--- config.mk ---
export PLATFORM = sky130hd
export DESIGN_NAME = wb_pack_sat_multi
export DESIGN_NICKNAME = d
export VERILOG_FILES = /design/src/rtl/wb_pack_sat_multi_pkg.sv /design/src/rtl/wb_sum_sat.sv /design/src/rtl/wb_pack_sat_multi.sv
export SDC_FILE = /design/constraint.sdc
export NUM_CORES = 1
export LEC_CHECK = 0
export ABC_AREA = 1
export BUFFER_PORTS_ARGS = -buffer_cell sky130_fd_sc_hd__buf_4
export CAP_MARGIN = 20
export CORE_ASPECT_RATIO = 0.7
export CORE_UTILIZATION = 55
export CTS_CLUSTER_DIAMETER = 50
export DETAILED_ROUTE_END_ITERATION = 7
export PLACE_DENSITY = 0.86
export RECOVER_POWER = 50
export SETUP_SLACK_MARGIN = 0.1
export SYNTH_ARGS = -nofsm -noshare
export SYNTH_HDL_FRONTEND = slang
export SYNTH_SLANG_ARGS = --single-unit
--- constraint.sdc ---
create_clock -name clk -period 6.4 [get_ports clk]
set_input_delay 1.92 -clock clk [delete_from_list [all_inputs] [get_ports clk]]
set_output_delay 1.92 -clock clk [all_outputs]
set_load 0.02 [all_outputs]
--- src/rtl/wb_pack_sat_multi_pkg.sv ---
// Shared definitions for the write-back packer: default widths, FSM state
// encodings and saturation bounds expressed as functions of the output width.
package wb_pack_sat_multi_pkg;

  localparam int DEF_NUM_CH         = 2;
  localparam int DEF_NUM_TERMS      = 5;
  localparam int DEF_IN_W           = 10;
  localparam int DEF_OUT_W          = 8;
  localparam int DEF_BYTES_PER_WORD = 8;
  localparam int DEF_ADDR_W         = 12;

  localparam logic [2:0] ST_IDLE     = 3'd0;
  localparam logic [2:0] ST_RUN      = 3'd1;
  localparam logic [2:0] ST_DRAIN    = 3'd2;
  localparam logic [2:0] ST_FLUSH_WR = 3'd3;
  localparam logic [2:0] ST_DONE     = 3'd4;

  function automatic int sat_max(input int out_w);
    return (1 << (out_w - 1)) - 1;
  endfunction

  function automatic int sat_min(input int out_w);
    return -(1 << (out_w - 1));
  endfunction

endpackage

--- src/rtl/wb_sum_sat.sv ---
// One channel of the write-back datapath: registered sum of NUM_TERMS signed
// partial sums, then a registered clamp to signed OUT_W (ReLU first under WB_RELU_EN).
module wb_sum_sat
  import wb_pack_sat_multi_pkg::*;
#(
  parameter int NUM_TERMS = DEF_NUM_TERMS,
  parameter int IN_W      = DEF_IN_W,
  parameter int OUT_W     = DEF_OUT_W
) (
  input  logic                        clk,
  input  logic                        rst,
  input  logic [NUM_TERMS*IN_W-1:0]   terms,
  output logic signed [OUT_W-1:0]     sat_out
);

  localparam int ACC_W = IN_W + $clog2(NUM_TERMS);
  localparam logic signed [ACC_W-1:0] SAT_HI = ACC_W'(sat_max(OUT_W));
  localparam logic signed [ACC_W-1:0] SAT_LO = ACC_W'(sat_min(OUT_W));

  logic signed [ACC_W-1:0] term_ext [NUM_TERMS];
  logic signed [ACC_W-1:0] sum_next;
  logic signed [ACC_W-1:0] acc_reg;
  logic signed [ACC_W-1:0] relu_val;
  logic signed [OUT_W-1:0] sat_next;
  logic signed [OUT_W-1:0] sat_reg;

  // ACC_W leaves room for NUM_TERMS full-scale terms, so the sum never wraps.
  for (genvar gi = 0; gi < NUM_TERMS; gi++) begin : g_ext
    assign term_ext[gi] = ACC_W'($signed(terms[gi*IN_W +: IN_W]));
  end

  always_comb begin
    sum_next = '0;
    for (int i = 0; i < NUM_TERMS; i++) begin
      sum_next = sum_next + term_ext[i];
    end
  end

  always_comb begin
    relu_val = acc_reg;
`ifdef WB_RELU_EN
    if (acc_reg[ACC_W-1]) relu_val = '0;
`endif
    if (relu_val > SAT_HI)      sat_next = SAT_HI[OUT_W-1:0];
    else if (relu_val < SAT_LO) sat_next = SAT_LO[OUT_W-1:0];
    else                        sat_next = relu_val[OUT_W-1:0];
  end

  always_ff @(posedge clk) begin
    if (rst) begin
      acc_reg <= '0;
      sat_reg <= '0;
    end else begin
      acc_reg <= sum_next;
      sat_reg <= sat_next;
    end
  end

  assign sat_out = sat_reg;

endmodule

--- src/rtl/wb_pack_sat_multi.sv ---
// Write-back stage: per-channel sum/saturate, pack BYTES_PER_WORD results per
// BRAM word, auto-incrementing addresses, flush of a partial word. Option: WB_RELU_EN.
module wb_pack_sat_multi
  import wb_pack_sat_multi_pkg::*;
#(
  parameter int NUM_CH         = DEF_NUM_CH,
  parameter int NUM_TERMS      = DEF_NUM_TERMS,
  parameter int IN_W           = DEF_IN_W,
  parameter int OUT_W          = DEF_OUT_W,
  parameter int BYTES_PER_WORD = DEF_BYTES_PER_WORD,
  parameter int ADDR_W         = DEF_ADDR_W
) (
  input  logic                              clk,
  input  logic                              rst,
  input  logic                              start,
  input  logic [NUM_CH*ADDR_W-1:0]          base_addr,
  input  logic                              in_valid,
  input  logic [NUM_CH*NUM_TERMS*IN_W-1:0]  sum_in,
  input  logic                              flush,
  output logic                              in_ready,
  output logic                              we,
  output logic [NUM_CH*ADDR_W-1:0]          addr,
  output logic [NUM_CH*OUT_W*BYTES_PER_WORD-1:0] din,
  output logic                              done
);

  localparam int DATA_W = OUT_W * BYTES_PER_WORD;
  localparam int IDX_W  = $clog2(BYTES_PER_WORD);
  localparam logic [IDX_W-1:0] LAST_IDX = IDX_W'(BYTES_PER_WORD - 1);

  logic [2:0]       state_reg;
  logic             drain_cnt_reg;
  logic             v1_reg;
  logic             v2_reg;
  logic [IDX_W-1:0] byte_idx_reg;
  logic [IDX_W-1:0] byte_idx_next;
  logic             we_reg;
  logic             take;
  logic             lane_last;
  logic             drain_end;
  logic             flush_wr_go;
  logic             word_write;

  assign in_ready = (state_reg == ST_RUN);
  assign done     = (state_reg == ST_DONE);
  assign we       = we_reg;
  assign take     = in_valid && in_ready;

  assign lane_last     = v2_reg && (byte_idx_reg == LAST_IDX);
  assign byte_idx_next = !v2_reg  ? byte_idx_reg :
                         lane_last ? '0 : byte_idx_reg + IDX_W'(1);

  // The drain decision looks at the lane being written on the same edge, so the
  // last in-flight beat is already counted when choosing FLUSH_WR or DONE.
  assign drain_end   = (state_reg == ST_DRAIN) && drain_cnt_reg;
  assign flush_wr_go = drain_end && (byte_idx_next != '0);
  assign word_write  = lane_last || flush_wr_go;

  always_ff @(posedge clk) begin
    if (rst) begin
      state_reg     <= ST_IDLE;
      drain_cnt_reg <= 1'b0;
      v1_reg        <= 1'b0;
      v2_reg        <= 1'b0;
      byte_idx_reg  <= '0;
      we_reg        <= 1'b0;
    end else if (start) begin
      state_reg     <= ST_RUN;
      drain_cnt_reg <= 1'b0;
      v1_reg        <= 1'b0;
      v2_reg        <= 1'b0;
      byte_idx_reg  <= '0;
      we_reg        <= 1'b0;
    end else begin
      v1_reg       <= take;
      v2_reg       <= v1_reg;
      byte_idx_reg <= word_write ? '0 : byte_idx_next;
      we_reg       <= word_write;
      case (state_reg)
        ST_RUN: begin
          if (flush) begin
            state_reg     <= ST_DRAIN;
            drain_cnt_reg <= 1'b0;
          end
        end
        ST_DRAIN: begin
          drain_cnt_reg <= 1'b1;
          if (drain_cnt_reg) state_reg <= flush_wr_go ? ST_FLUSH_WR : ST_DONE;
        end
        ST_FLUSH_WR: state_reg <= ST_DONE;
        ST_DONE:     state_reg <= ST_IDLE;
        default:     state_reg <= ST_IDLE;
      endcase
    end
  end

  for (genvar gi = 0; gi < NUM_CH; gi++) begin : g_ch
    logic [OUT_W-1:0]  sat_lane;
    logic [DATA_W-1:0] shadow_reg;
    logic [DATA_W-1:0] word_next;
    logic [DATA_W-1:0] din_reg;
    logic [ADDR_W-1:0] addr_cnt_reg;
    logic [ADDR_W-1:0] addr_reg;

    wb_sum_sat #(
      .NUM_TERMS (NUM_TERMS),
      .IN_W      (IN_W),
      .OUT_W     (OUT_W)
    ) u_sum_sat (
      .clk     (clk),
      .rst     (rst),
      .terms   (sum_in[gi*NUM_TERMS*IN_W +: NUM_TERMS*IN_W]),
      .sat_out (sat_lane)
    );

    always_comb begin
      word_next = shadow_reg;
      if (v2_reg) word_next[byte_idx_reg*OUT_W +: OUT_W] = sat_lane;
    end

    // The address counter advances the cycle after we, so addr shows the
    // address actually written while we is high.
    always_ff @(posedge clk) begin
      if (rst) begin
        shadow_reg   <= '0;
        din_reg      <= '0;
        addr_cnt_reg <= '0;
        addr_reg     <= '0;
      end else if (start) begin
        shadow_reg   <= '0;
        addr_cnt_reg <= base_addr[gi*ADDR_W +: ADDR_W];
      end else begin
        if (we_reg) addr_cnt_reg <= addr_cnt_reg + ADDR_W'(1);
        if (word_write) begin
          shadow_reg <= '0;
          din_reg    <= word_next;
          addr_reg   <= addr_cnt_reg;
        end else if (v2_reg) begin
          shadow_reg <= word_next;
        end
      end
    end

    assign din[gi*DATA_W +: DATA_W]  = din_reg;
    assign addr[gi*ADDR_W +: ADDR_W] = addr_reg;
  end

endmodule

-- Yosys cells after proc, flatten, opt, wreduce, memory -nomap -nowiden
Index checks and enable logic that the tools add are counted.
- add/subtract/negate cells: 12
- order comparisons: 4
- eq/ne operators: 9
- shift-type cells: 3
- multiplexer cells: 21
- bitwise logic cells: 1
- reductions and logical operators: 16
- operators with widths (operator ; count):
    $bwmux W64 ; 2
    $mux W64 ; 2
    $shiftx A8 B34 Y64 ; 2
    $shift A8 B34 Y64 const A ; 1
    $add A13 B10 Y13 ; 4
    $mux W12 ; 4
    $neg A6 Y34 ; 1
    $gt A13 B8 Y1 const B ; 2
    $lt A13 B8 Y1 const B ; 2
    $add A11 B10 Y12 ; 2
    $add A12 B1 Y12 const B ; 2
    $add A10 B10 Y11 ; 2
    $mux W8 ; 2
    $mux W3 ; 5
    $mux W7 ; 2
    $pmux W3 S3 ; 1
    $reduce_and A2 Y1 ; 4
    $eq A3 B2 Y1 const B ; 2
    $eq A3 B3 Y1 const B ; 2
    $ne A3 B3 Y1 const B ; 2
    $reduce_or A2 Y1 ; 3
    $logic_and A1 B1 Y1 ; 4
    $ne A2 B2 Y1 const B ; 2
    $reduce_bool A2 Y1 ; 2
    8 further kinds ; 9
- register bits: 356
- input bits: 129
- output and inout port bits: 155
- logic and storage cells: 87

-- Longest topological paths before layout
Gate-level depths: netlist (run 1).
- depth in word-level cells: 10
- depth in mapped cells: 22
- gate-level depth less buffers: 22

-- By module
Synthesis (run 1) repeated with hierarchy kept, for this count alone.
- cells, all modules: 2564
- area, all modules: 17752.0 um^2
- by module, submodules not included (module ; instances ; cells an instance ; area an instance (um^2)):
    wb_pack_sat_multi ; 1 ; 1959 ; 13342.8
    wb_sum_sat (g_ch[0].u_sum_sat) ; 1 ; 303 ; 2219.6
    wb_sum_sat (g_ch[1].u_sum_sat) ; 1 ; 302 ; 2189.6

-- Least setup slack after synthesis (run 1)
Ideal clock, no wire load.
- path type: input-to-reg
- from: in sum_in[1]
- to: reg g_ch[0].u_sum_sat.acc_reg[11]
- setup time: 0.113 ns
- arrival time: 5.059 ns
- setup slack: 1.228 ns
- cell stages on the path: 20
- path buffers: 0
- cells stage by stage: inv_1 > fa_1 > inv_1 > ha_1 > fa_1 > nand3_1 > nand2_1 > nand2_1 > nand2_1 > a21oi_1 > xor2_1 > fa_1 > ha_1 > nand2_1 > nor3_1 > nand3_1 > nand3_1 > nand2_1 > nand2_1 > nor2_1
- word-level cells in the longest chain between the ends: 4
- RTL lines (what ; RTL line ; text):
    start, declared ; wb_pack_sat_multi.sv:18 ; input logic [NUM_CH*NUM_TERMS*IN_W-1:0] sum_in,
    $add A10 B10 Y11 ; wb_sum_sat.sv:35 ; sum_next = sum_next + term_ext[i];
    $add A11 B10 Y12 ; wb_sum_sat.sv:35 ;
    $add A13 B10 Y13 (2 in a row) ; wb_sum_sat.sv:35 ;
    end signal, assigned ; wb_sum_sat.sv:54 ; acc_reg <= sum_next;
    end, declared ; wb_sum_sat.sv:22 ; logic signed [ACC_W-1:0] acc_reg;
No other way between the ends.
A chain may end at the register's enable or synchronous reset.

-- Final worst setup path (run 1)
- from: in sum_in[1]
- to: reg g_ch[0].u_sum_sat.acc_reg[12]
The elaborated chain is that of the path after synthesis.

==> results.rst, run 1 <==
.. list-table::
   :header-rows: 1

   * - Metric
     - Value
   * - Starting density of the core
     - 0.5628
   * - Antenna cell count
     - 0
   * - Worst ir drop on vdd
     - 0.2043 mV
   * - Number of enable flip-flop cells after synthesis
     - 0
   * - Count of pins on the block boundary
     - 284
   * - Register share of total power
     - 0.395
   * - Pwr Total
     - 0.006208 W
   * - Most frequent cell after synthesis
     - nand2_1
   * - Avg Synthesized Cell Area
     - 7.152 um2
   * - DRC violation count after routing
     - 0
   * - Die Height
     - 151.9 um
   * - Wire per inst
     - 15.45 um
   * - H-tree Lvls
     - 2
   * - Post-route minimum period
     - 5237 ps
   * - PostCTS Resize Cnt
     - 0
   * - Synth Net Count
     - 2695
   * - Initial antenna violation count
     - 0
   * - Fraction of layout instances using a drive strength above 1
     - 0.08259
   * - Post-synth top area cell
     - dfxtp_1
   * - Clock edge transition at the registers on the reported setup and hold paths
     - 70 ps
   * - Root Buffer
     - clkbuf_16
   * - Setup skew after layout
     - 30.41 ps
   * - CTS Buf Count
     - 37
   * - Pwr/cell area
     - 302.7 nW/um2
   * - Ranking of synthesized cells by instance count
     - nand2_1 (494), nor2_1 (393), dfxtp_1 (356)
   * - Post-synthesis async set-or-reset flop share
     - 0
   * - Area share of the leading cell type in the synthesized netlist
     - 0.4039
   * - Measured slew at the worst slew-check pin
     - 2989 ps
   * - Number of buffers on the longest clock path
     - 3
   * - Max-cap viol count
     - 1
   * - Category of the critical setup timing path
     - input pin to register
   * - Post-route clock period utilization
     - 0.8183
   * - Final setup viols
     - 0
   * - Synthesized flop and latch total
     - 356
   * - Overflow left after global routing
     - 0
   * - Final hold violations
     - 0
   * - Pint
     - 0.004314 W
   * - Synthesized instance count
     - 2467
   * - Arrival time of the worst setup path
     - 5670 ps
   * - Clock network fraction of total power
     - 0.378
   * - CTS Sinks
     - 356
   * - Iteration-0 DRC count of the detailed router
     - 1378
   * - Number of nets with antenna violations after detailed routing
     - 0
   * - Largest net degree at the start of global routing
     - 150
   * - Relative max-transition margin
     - -0.9946
   * - Leakage Power
     - 8.848 nW
   * - Area added between synthesis and finish
     - 16.23%
   * - Portion of total power attributed to combinational logic
     - 0.226
   * - Initial DRT Pass Iterations
     - 6
   * - First-pass GRT wire length
     - 77.34 mm
   * - Via count of the first global-routing pass
     - 15740
   * - Post-CTS Setup Repair Bufs
     - 0
   * - Ranking of synthesized cells by area
     - dfxtp_1 (40%), nand2_1 (11%), nor2_1 (8.4%)
   * - Peak clock frequency supported by timing
     - 191.0 MHz
   * - Sw Ratio
     - 0.3050
   * - Standard-cell rows
     - 54
   * - Count of distinct cell types in the synthesized netlist
     - 41
   * - Synth Flop Type
     - dfxtp_1
   * - Vias per cell
     - 5.373
   * - Total Negative Setup Slacks
     - 0 ps
   * - Violated checks
     - capacitance limit, slew limit
   * - Number of warnings issued by yosys
     - 0
   * - Sequential share of the synthesized area
     - 0.4039
   * - Total core area
     - 31350 um2
   * - Required @ worst endpoint
     - 6830 ps
   * - All-Layer GR Usage
     - 0.2865
   * - Gp weighted congestion
     - 0.9623
   * - CTS tree
     - yes
   * - HPWL reported at the end of detailed placement
     - 34.06 mm
   * - Crit end category
     - register
   * - Number of hold buffers added after CTS
     - 0
   * - Category of the worst setup path launch point
     - input pin
   * - Combined area of all synthesized cells
     - 17640 um2
   * - Port Buffers
     - 283
   * - RSZ-0062 raised after global routing
     - false
   * - Worst-path maximum fanout
     - 4
   * - Horiz. Die Dim
     - 216.1 um
   * - Net Sw Power
     - 0.001894 W
   * - Final max-slew violation count
     - 100
   * - Insertion delay to the later sink of the worst-skew pair
     - 530 ps
   * - Count of vias placed by the detailed router
     - 16700
   * - Drt total wl
     - 48.03 mm
   * - Outcome
     - finished with violations
   * - Class of the worst hold path
     - register to register
   * - Die Area
     - 32810 um2
   * - Number of nets at the end of the flow
     - 2891
## cell usage in the layout (no fill, tap or decap), types with 2 or more instances in the layout
cell          n
xor2_1       31
fa_1         48
inv_6         3
a21o_1        3
bufinv_16     7
or2_2         6
clkbuf_8      4
inv_2         4
inv_1       286
clkbuf_1    166
o21ai_0     135
nor3b_2       5
nor2_1      393
clkbuf_16    39
nand3_4       2
o21a_1        4
buf_4       128
nand3_1     212
clkinv_2      2
nand2_2       4
nand3b_1      5
nor2_2        4
nand2_1     494
o21ai_1       8
ha_1         51
a21boi_0      2
xnor2_1       3
buf_12        3
clkbuf_4      2
nand3_2       2
dfxtp_1     356
clkinvlp_4    2
nand4_1       9
a22oi_1      10
nor3_1       39
nor3b_1       3
a31oi_1       4
a21oi_1     198
## layer usage
metal,wire length (um),vias to the layer above,GRT usage
li1,-,8191,-
met1,21010,7756,0.3866
met2,21230,634,0.4415
met3,4154,117,0.07167
met4,1635,0,0.1097
met5,0,-,0
## final timing paths
kind         slack [ps]                             to  cells after the start       startpoint
max                1160  g_ch[0].u_sum_sat.acc_reg[12]                     22        sum_in[1]
min                 440                         v2_reg                      2           v1_reg
max reg2reg        2190             g_ch[1].din_reg[5]                     12  byte_idx_reg[0]
min reg2reg         440                         v2_reg                      2           v1_reg
## layout make-up
class,instances,area [um2]
timing repair buffer,294,1675
fill,2797,10840
sequential,356,7127
multi-input combinational,1682,8751
inverter,292,1101
clock inverter,14,269.0
tap,420,525.5
clock buffer,50,1057
## stage by stage
stage          setup WS, ps  instances  utilization  cell area (um2)  hold slack, ps
6_report               1163       3108       0.6541            20510           443.4
5_1_grt               726.1       3108       0.6541            20510           466.3
4_1_cts                1287       3105       0.6717            21060           446.8
3_5_place_dp          766.3       3041       0.6294            19730           415.2
3_3_place_gp          918.5       3041       0.6294            19730           411.7
2_1_floorplan          1228       2467            -            17640           393.6
## kinds of logic after synthesis
logic type | synth area share
AO/OA/AOI/OAI | 0.1079
adder cells (fa/ha/maj) | 0.09063
AND/OR/NAND/NOR | 0.2805
buffers and inverters | 0.1001
XOR/XNOR | 0.01688
flip-flops | 0.4039
## power by group through the flow
| stage | Combinational [W] | Sequential (W) | Clock (W) |
|---|---|---|---|
| 2_1_floorplan | 0.00104 | 0.00244 | 0 |
| 3_3_place_gp | 0.00133 | 0.00250 | 0 |
| 3_5_place_dp | 0.00137 | 0.00249 | 0 |
| 4_1_cts | 0.00138 | 0.00245 | 0.00237 |
| 5_1_grt | 0.00161 | 0.00246 | 0.00246 |
| 6_report | 0.00141 | 0.00245 | 0.00235 |
## worst max-delay path, stage by stage
cell and delay, ps:
clkbuf_4 100, inv_1 40, fa_1 540, inv_1 50, ha_1 250, fa_1 430
nand3_1 100, nand2_1 110, nand4_1 100, nand2_1 90, or2_2 280, nand2_1 70
fa_1 400, inv_1 60, ha_1 250, inv_1 130, o21ai_0 140, a21boi_0 200
nand3_1 120, nand2_1 70, nand2_1 40, nor2_1 180
No activity file was read; power rests on OpenSTA's default activity.
==> run 2: changes to the inputs <==
ABC_AREA = 0   (was 1)
clock period = 4.95 ns   (was 6.4 ns; I/O delays follow)
==> results.rst, run 2 <==
.. list-table::
   :header-rows: 1

   * - Metric
     - Value
   * - Outcome
     - complete, no violations
   * - Critical path's largest stage delay
     - 520 ps (-20 ps)
   * - Most heavily used metal layer in global routing
     - met2
   * - Crit end category
     - register
   * - Arrival time of the worst setup path
     - 5210 ps (-460 ps)
   * - Required @ worst endpoint
     - 5310 ps (-1520 ps)
   * - Sequential share of the synthesized area
     - 0.4339 (+0.03000)
   * - CTS tree
     - yes
   * - Class of the worst hold path
     - register to register
   * - Number of enable flip-flop cells after synthesis
     - 0 (unchanged)
   * - Number of nets at the end of the flow
     - 2198 (-24%)
   * - Category of the worst setup path launch point
     - input pin
   * - Vias per cell
     - 5.530 (+2.9%)
   * - RSZ-0062 raised after global routing
     - true
   * - Combined area of the multi-input logic cells
     - 8832 um2 (+0.93%)
   * - CTS Buf Count
     - 35 (-5.4%)
   * - Synth Flop Type
     - dfxtp_1
   * - Count of pins on the block boundary
     - 284 (unchanged)
   * - Wire per inst
     - 17.15 um (+11%)
   * - Setup skew after layout
     - 19.60 ps (-10.81 ps)
   * - Starting density of the core
     - 0.5634 (+0.0006650)
   * - Met3 global-route usage
     - 0.04151 (-0.03016)
   * - Via count of the first global-routing pass
     - 13100 (-17%)
   * - Port Buffers
     - 283 (unchanged)
   * - CTS Sinks
     - 356 (unchanged)
   * - Peak clock frequency supported by timing
     - 206.5 MHz
   * - Combined area of all synthesized cells
     - 16420 um2 (-6.9%)
   * - Post-route clock period utilization
     - 0.9782
   * - Drt total wl
     - 40.71 mm (-15%)
   * - Synth Net Count
     - 1914 (-29%)
   * - Total Negative Setup Slacks
     - 0 ps (unchanged)
   * - Antenna cell count
     - 0 (unchanged)
   * - Global-route track usage on met2
     - 0.4338 (-0.007765)
   * - Ranking of synthesized cells by area
     - dfxtp_1 (43%), a211oi_2 (9.8%), nor2_1 (7.8%)
   * - Category of the critical setup timing path
     - input pin to register
   * - Relative max-transition margin
     - 0.2566 (+1.251)
   * - Die Height
     - 146.6 um (-3.5%)
   * - Non-Filler Cell Area, Final
     - 20000 um2 (-2.5%)
   * - Gp weighted congestion
     - 0.8572 (-11%)
   * - Final setup viols
     - 0 (unchanged)
   * - Fraction of layout instances using a drive strength above 1
     - 0.2206 (+0.1380)
   * - Post-route minimum period
     - 4842 ps
   * - Area added between synthesis and finish
     - 21.80%
   * - Most frequent cells in the layout
     - dfxtp_1 (356), nor2_1 (340), buf_4 (181), clkbuf_1 (158), a211oi_2 (131)
   * - Largest net degree at the start of global routing
     - 93 (-38%)
   * - Insertion delay to the later sink of the worst-skew pair
     - 520 ps (about the same)
   * - Number of buffers on the longest clock path
     - 3 (unchanged)
   * - Total core area
     - 29150 um2 (-7.0%)
   * - Measured slew at the worst slew-check pin
     - 1115 ps (-1874 ps)
   * - Post-placement cell area
     - 19170 um2 (-2.8%)
   * - Final max-slew violation count
     - 0 (-100%)
   * - Synthesized instance count
     - 1686 (-32%)
   * - First-pass GRT wire length
     - 65.07 mm (-16%)
   * - HPWL reported at the end of detailed placement
     - 28.47 mm (-16%)
   * - Worst-path maximum fanout
     - 6 (+2)
   * - Number of hold buffers added after CTS
     - 0 (unchanged)
   * - Most common library cell in the layout ignoring fill and taps
     - dfxtp_1
   * - Layout filler cell count
     - 2259 (-19%)
   * - Worst ir drop on vdd
     - 0.2600 mV (+27%)
   * - Ordered list of cells on the worst path
     - buf_8 -> inv_8 -> fa_1 -> inv_1 -> ha_2 -> fa_2 -> a211oi_2 -> o21bai_1 -> or3_1 -> a31oi_4 -> o221a_4 -> fa_2 -> ha_4 -> and4_1 -> a311oi_2 -> xnor2_1 -> nor2_1
   * - Synthesized flop and latch total
     - 356 (unchanged)
   * - Initial antenna violation count
     - 0 (unchanged)
   * - Avg Synthesized Cell Area
     - 9.741 um2 (+36%)
   * - Root Buffer
     - clkbuf_16
   * - Critical Path Slowest Stage Cell
     - fa_1
   * - Ranking of synthesized cells by instance count
     - dfxtp_1 (356), nor2_1 (341), a211oi_2 (128)
   * - Horiz. Die Dim
     - 208.5 um (-3.5%)
   * - Most frequent cell after synthesis
     - dfxtp_1
   * - Clock edge transition at the registers on the reported setup and hold paths
     - 60 ps (about the same)
   * - Leakage Power
     - 7.358 nW (-17%)
   * - Count of vias placed by the detailed router
     - 13120 (-21%)
   * - Area share of the leading cell type in the synthesized netlist
     - 0.4339 (+0.03000)
   * - H-tree Lvls
     - 2 (unchanged)
   * - Post-synth top area cell
     - dfxtp_1
   * - Met1 track demand over resource
     - 0.3526 (-0.03395)
   * - Number of warnings issued by yosys
     - 0 (unchanged)
   * - Max-cap viol count
     - 0 (-1)
   * - Count of distinct cell types in the synthesized netlist
     - 59 (+44%)
   * - Cell repeated most along the worst path
     - fa_2
   * - All-Layer GR Usage
     - 0.2596 (-0.02682)
   * - Final hold violations
     - 0 (unchanged)
   * - Seq. cell area
     - 7127 um2 (unchanged)
   * - Standard-cell rows
     - 52 (-3.7%)
   * - Pwr/cell area
     - 420.6 nW/um2 (+39%)
   * - Die Area
     - 30570 um2 (-6.8%)
   * - Overflow left after global routing
     - 0 (unchanged)
   * - Post-synthesis async set-or-reset flop share
     - 0 (unchanged)
   * - Initial DRT Pass Iterations
     - 5 (-1)
   * - DRC violation count after routing
     - 0 (unchanged)
   * - Iteration-0 DRC count of the detailed router
     - 893 (-35%)
   * - Number of nets with antenna violations after detailed routing
     - 0 (unchanged)
run 2: changes by cell type after synthesis, sizes merged, moves of 55 or more:
| cell | previous run | this run |
|---|---|---|
| nor2 | 397 | 342 |
| inv | 290 | 54 |
| nand2 | 499 | 104 |
| nand3 | 216 | 18 |
| a21oi | 198 | 84 |
| mux2i | 0 | 98 |
| o21ai | 143 | 25 |
| a211oi | 0 | 143 |
run 2: final timing paths:
path,start,endpoint,slack (ps),cells after the start
setup reg to reg,byte_idx_reg[0],g_ch[0].din_reg[52],1150,8
hold reg to reg,v1_reg,v2_reg,430,1
hold / removal,v1_reg,v2_reg,430,1
setup / recovery,sum_in[51],g_ch[1].u_sum_sat.acc_reg[12],110,17
run 2: cell type report:
cell class              instances  area share
inverters                      55     0.01107
multi-input cells            1174      0.4415
clock buffers                  41     0.04691
well taps                     378     0.02364
clock inverters                21     0.01401
flip-flops and latches        356      0.3563
repair buffers                348      0.1065
run 2: stage by stage:
stage / worst slack, ps / util / hold slack (ps) / std cells / power (W)
6_report: 107.9 / 0.6863 / 431.1 / 2373 / 0.008413
4_1_cts: 101.2 / 0.6995 / 434.9 / 2367 / 0.008310
3_3_place_gp: -369.4 / 0.6577 / 420.3 / 2305 / 0.005414
5_1_grt: -24.22 / 0.6863 / 444.7 / 2373 / 0.008841
3_5_place_dp: -465.7 / 0.6577 / 419.9 / 2305 / 0.005519
2_1_floorplan: -129.7 / - / 405.7 / 1686 / 0.004705
run 2: critical path, delay by kind of cell:
family          cells  cell delay [ps]
fa+ha+maj           5             1830
simple gates        3              610
compound gates      5              960
buf+inv             3              140
xor+xnor            1              150
run 2: cells by family after synthesis:
group / synth area share
AO/OA/AOI/OAI: 0.1731
multiplexers: 0.06179
XOR/XNOR: 0.02506
flip-flops: 0.4339
adder cells (fa/ha/maj): 0.09736
buffers and inverters: 0.04640
AND/OR/NAND/NOR: 0.1624
run 2: what timing repair did:
item / 4_1_cts / 5_1_grt
setup endpoints to repair: 1 / 8
pin swaps: 1 / 24
buffers inserted: 0 / 3
resized for setup: 0 / 26
run 2: layer usage:
| metal | routed length (um) | vias to the layer above | part of all wire |
|---|---|---|---|
| met4 | 633 | 0 | 0.016 |
| met3 | 2436 | 57 | 0.060 |
| li1 | - | 6337 | - |
| met2 | 19220 | 401 | 0.47 |
| met1 | 18420 | 6328 | 0.45 |
| met5 | 0 | - | 0 |
run 2: where the power goes:
part	switching (W)	internal (W)
Clock	0.00116	0.00164
Combinational	0.00119	0.00119
Sequential	0.000211	0.00303
